`src/rtl/mem_resp.sv`:
```
// mem_resp: wait-stated data memory responder with a combinational pipeline stall.
// Define MEM_ERR_CHK_EN to reject misaligned or out-of-range accesses through addr_err.
module mem_resp #(
    parameter int DEPTH = 64,
    parameter int WAIT  = 2
) (
    input  logic        clk,
    input  logic        rst,
    input  logic [1:0]  MEM_Ctrl,
    input  logic [31:0] addr,
    input  logic [31:0] wdata,
    output logic [31:0] rdata,
    output logic        stall,
    output logic        mem_valid,
    output logic        addr_err
);
    localparam int AW = $clog2(DEPTH);

    typedef enum logic [1:0] {
        IDLE    = 2'd0,
        WAIT_ST = 2'd1,
        RESP    = 2'd2
    } state_t;

    state_t        state_q;
    logic [3:0]    waitCnt_q;
    logic [AW-1:0] idx_q;
    logic [31:0]   wdata_q;
    logic          write_q;
    logic          err_q;
    logic [31:0]   rdata_q;
    logic          memValid_q;
    logic          addrErr_q;

    logic [AW-1:0] idx_d;
    logic          err_d;

    logic [31:0]   mem [DEPTH];

    assign idx_d = addr[AW+1:2];

`ifdef MEM_ERR_CHK_EN
    assign err_d = (addr[1:0] != 2'b00) || (|addr[31:AW+2]);
`else
    // Without checking, the byte offset and high address bits simply alias.
    logic unusedAddrBits;
    assign unusedAddrBits = ^{addr[31:AW+2], addr[1:0]};
    assign err_d = 1'b0;
`endif

    always_ff @(posedge clk or posedge rst) begin
        if (rst) begin
            state_q    <= IDLE;
            waitCnt_q  <= 4'd0;
            idx_q      <= '0;
            wdata_q    <= 32'd0;
            write_q    <= 1'b0;
            err_q      <= 1'b0;
            rdata_q    <= 32'd0;
            memValid_q <= 1'b0;
            addrErr_q  <= 1'b0;
        end else begin
            memValid_q <= 1'b0;
            addrErr_q  <= 1'b0;
            unique case (state_q)
                IDLE: begin
                    if (MEM_Ctrl[1]) begin
                        idx_q     <= idx_d;
                        wdata_q   <= wdata;
                        write_q   <= MEM_Ctrl[0];
                        err_q     <= err_d;
                        waitCnt_q <= 4'(WAIT);
                        if (WAIT == 0) begin
                            state_q <= RESP;
                        end else begin
                            state_q <= WAIT_ST;
                        end
                    end
                end
                WAIT_ST: begin
                    waitCnt_q <= waitCnt_q - 4'd1;
                    if (waitCnt_q == 4'd1) begin
                        state_q <= RESP;
                    end
                end
                RESP: begin
                    // Memory write for this edge happens in the array block below.
                    if (!err_q && !write_q) begin
                        rdata_q <= mem[idx_q];
                    end
                    memValid_q <= !err_q;
                    addrErr_q  <= err_q;
                    state_q    <= IDLE;
                end
                default: begin
                    state_q <= IDLE;
                end
            endcase
        end
    end

    // The array is deliberately not reset; an async reset pulls state_q out of RESP, aborting the write.
    always_ff @(posedge clk) begin
        if (state_q == RESP && write_q && !err_q) begin
            mem[idx_q] <= wdata_q;
        end
    end

    always_comb begin
        stall = 1'b0;
        if (!rst) begin
            stall = ((state_q == IDLE) && MEM_Ctrl[1]) || (state_q == WAIT_ST);
        end
    end

    assign rdata     = rdata_q;
    assign mem_valid = memValid_q;
    assign addr_err  = addrErr_q;

endmodule

```
`config.mk`:
```
export PLATFORM = sky130hd
export DESIGN_NAME = mem_resp
export DESIGN_NICKNAME = d
export VERILOG_FILES = /design/src/rtl/mem_resp.sv
export SDC_FILE = /design/constraint.sdc
export NUM_CORES = 2
export LEC_CHECK = 0
export CAP_MARGIN = 20
export CORE_ASPECT_RATIO = 0.7
export CORE_MARGIN = 2
export CORE_UTILIZATION = 30
export CTS_BUF_LIST = sky130_fd_sc_hd__clkbuf_8
export DETAILED_ROUTE_END_ITERATION = 8
export DONT_BUFFER_PORTS = 1
export HOLD_SLACK_MARGIN = 0.05
export PLACE_DENSITY_LB_ADDON = 0.25
export SLEW_MARGIN = 0
export SYNTH_ARGS = -nofsm -noshare
export SYNTH_HDL_FRONTEND = slang
export SYNTH_SLANG_ARGS = --single-unit
```
`constraint.sdc`:
```
create_clock -name clk -period 6.9 [get_ports clk]
set_clock_uncertainty 0.1 [all_clocks]
set_input_delay 1.725 -clock clk [delete_from_list [all_inputs] [get_ports clk]]
set_output_delay 1.725 -clock clk [all_outputs]
set_load 0.005 [all_outputs]
```
==> flow_summary.json <==
{
  "cts-buffers-inserted": 322,
  "crit_family": "compound AO/OA/AOI/OAI gates",
  "preCtsSetupSlack_ps": 2460,
  "cts_hold_buf": 0,
  "first_pass_iters": 8,
  "overflow": 0,
  "post_cts_buffers": 0,
  "drcViolationCount": 2,
  "final_core_util_pct": 34.3,
  "core_area_mm2": 0.271,
  "synth_xor_area_share_pct": 0,
  "place.gp.congestion": 0.822,
  "min_period_over_period_pct": 65.2,
  "hold_class": "flip-flop to flip-flop",
  "setup_viol": 0,
  "start_util_pct": 30.1,
  "grt_pass1_vias": 45400,
  "clock_sinks": 2126,
  "drv_cap": 0,
  "areaGrowthSynthToFinish_pct": 14.0,
  "status": "finished, violations left",
  "dp_hpwl_mm": 175,
  "ios": 103,
  "antenna_found_initial": 24,
  "violations": "design-rule violations",
  "synth_compound_area_share_pct": 8.55,
  "slowest_stage": "nor2b_4",
  "numPlacedInstances": 8025,
  "rsz0062_at_grt": "false",
  "crit_chain": "buf_4 -> nor2b_4 -> a221oi_1 -> o22ai_1 -> a22oi_1 -> o2111ai_1 -> o22a_1",
  "hold_viol": 0,
  "setup.worst_path.class": "flip-flop to flip-flop",
  "syn_inst": 4468,
  "slew_violations": 0,
  "yosysMostFrequentCell": "edfxtp_1",
  "crit_fanout": 32,
  "crit-reg2reg-launch": "idx_q[1]",
  "cp-startpoint": "idx_q[1]",
  "clkLatencyLatePin_ps": 960,
  "synthTopCellsByArea": "edfxtp_1 75%, mux4_2 3.5%, mux2i_1 3.3%",
  "drt_iter0_drc": 7535,
  "nets": 4780,
  "post-route-min-period_ps": 4500,
  "worst_pin_slew_ps": 1250,
  "yosysUniqueCellTypes": 71,
  "detail_route.wirelength_mm": 300,
  "cts-root-buf": "clkbuf_8",
  "hp-start": "wdata_q[0]",
  "slew_headroom_pct": 16.0,
  "synth_fa_ha_area_share_pct": 0.0307,
  "fin_ws_ps": 2400,
  "synth_nets": 4538,
  "setup_tns_ps": 0,
  "ys_seq_elements": 2126,
  "portBuffers": 0,
  "max_freq_ghz": 0.222,
  "dpl_cell_area_mm2": 0.0872,
  "grt_usage_pct": 21.3,
  "clk_path_buf_depth": 4,
  "vias": 47700,
  "ir_drop_uv": 314,
  "cts_resized": 0,
  "clkSlewWorstSetupHoldPaths_ps": 60,
  "tritoncts": "yes",
  "end_kind": "flip-flop",
  "ant_nets": 0,
  "cp_data_required_time_ps": 7680,
  "final_area_mm2": 0.0930,
  "crit_buf_inv": 1,
  "post_drt_via_cell_ratio": 5.54,
  "grt_pass1_wl_mm": 401,
  "slowest_delay_ps": 810,
  "grt_max_degree": 94,
  "crit_path_start_kind": "flip-flop",
  "p_leak_nw": 29.5,
  "power.density_mw_per_mm2": 428,
  "synth_top_family_by_area": "multiplexers",
  "syn_avg_cell_area_um2": 18.3,
  "die_y_um": 440,
  "synth.area.mux_share_pct": 8.89,
  "syn_area_mm2": 0.0816,
  "synth_simple_gate_area_share_pct": 2.74,
  "synth_edf_count": 2048,
  "synth-async-reset-ratio_pct": 3.67,
  "wire_per_inst_um": 34.8,
  "ys_dominant_reg_cell": "edfxtp_1",
  "ys_top_cells_by_count": "2048 x edfxtp_1, 266 x mux2i_1, 230 x nand2_1, 203 x a221oi_1, 181 x a22oi_1",
  "synth_warnings": 0,
  "cp.arrival_ps": 5270,
  "die-area_mm2": 0.276,
  "drive_gt1_share_pct": 20.5,
  "cts_max_level": 5,
  "ys_seq_area_share_pct": 77.8,
  "die_width_um": 627,
  "yosysTopAreaCell": "edfxtp_1",
  "final_cells": 8608,
  "rows": 160,
  "synth_top_area_share_pct": 75.4
}
==> registers in the layout, indices dropped and copies added, names as in the netlist <==
register,cells
mem,2048
rdata,32
wdata_q,32
idx_q,6
waitCnt_q,4
state_q,2
mem_valid,1
write_q,1
==> layout make-up <==
cell class                 count  area [um2]
clock buffer                 350        4820
timing repair buffer         226        2010
tap                         3645        4560
inverter                       6        35.0
clock inverter               219         920
antenna                        8        20.0
fill                       25700      178000
sequential                  2126       63500
multi-input combinational   2028       17100
==> per-layer routing <==
layer,track usage (%),wire length (um),up-vias
met5,0,24,-
met4,4.11,5280,4
met3,6.79,36500,376
met2,30.3,126000,2841
met1,31.7,132000,25600
li1,-,-,18900
==> where the power goes <==
part	switching (mW)	total (mW)	leakage, nW	internal (mW)
clock network	5.02	9.71	3.40	4.69
logic	9.78	13.3	6.72	3.51
registers	0.692	16.8	19.4	16.1
total	15.5	39.8	29.5	24.3
==> per-stage QoR <==
stage	power (mW)	hold slack [ps]
final	39.8	391
after global routing	40.8	416
after CTS	39.5	396
after detailed placement	29.9	381
after global placement	29.8	372
after floorplan	23.4	358
==> placed cells by master (no fill, tap or decap), types with 11 or more instances in the layout <==
master	netlist	routed
a21oi_1	124	124
a211oi_1	21	21
edfxtp_1	2048	2048
clkbuf_8	0	350
mux2i_1	266	266
and3_1	17	14
o21ai_0	120	119
nand2_1	230	227
nand3_1	34	33
o32a_1	19	19
o2bb2ai_1	15	15
o211ai_1	15	15
a22o_1	34	34
inv_1	4	132
dfrtp_1	78	43
a22oi_1	181	181
buf_12	0	24
mux4_2	125	125
a31oi_1	34	34
dfrtp_2	0	32
clkinv_1	1	63
mux2_2	152	152
o22ai_1	86	86
a221o_1	34	34
nor2_1	166	101
buf_4	48	198
clkinv_2	0	13
a221oi_1	203	202
o2111ai_1	11	11
nor2_4	0	65
==> path summary, 6_finish.rpt <==
check,end,slack (ps),cells after the start
max in group asynchronous,wdata_q[4],4710,2
worst min-delay path,wdata_q[0],390,2
worst max register to register,rdata[4],2400,7
worst min register to register,wdata_q[0],390,2
worst max-delay path,rdata[4],2400,7
min in group asynchronous,wdata_q[19],680,1
==> cell families (layout without fill, tap and decap cells) <==
family                     count (synthesis)  in the layout
buffers and inverters                    314            801
other                                      1              9
AOI/OAI and AO/OA                        958            958
muxes                                    548            548
DFF                                     2126           2126
and+or+nand+nor                          519            519
adders and majority gates                  2              2
==> worst register-to-register path: stages, from the launching register on <==
cell	delay, ps
dfrtp_4	760
buf_4	640
nor2b_4	820
a221oi_1	260
o22ai_1	810
a22oi_1	540
o2111ai_1	320
o22a_1	170
Note: power is estimated with default switching activity, not from simulation.
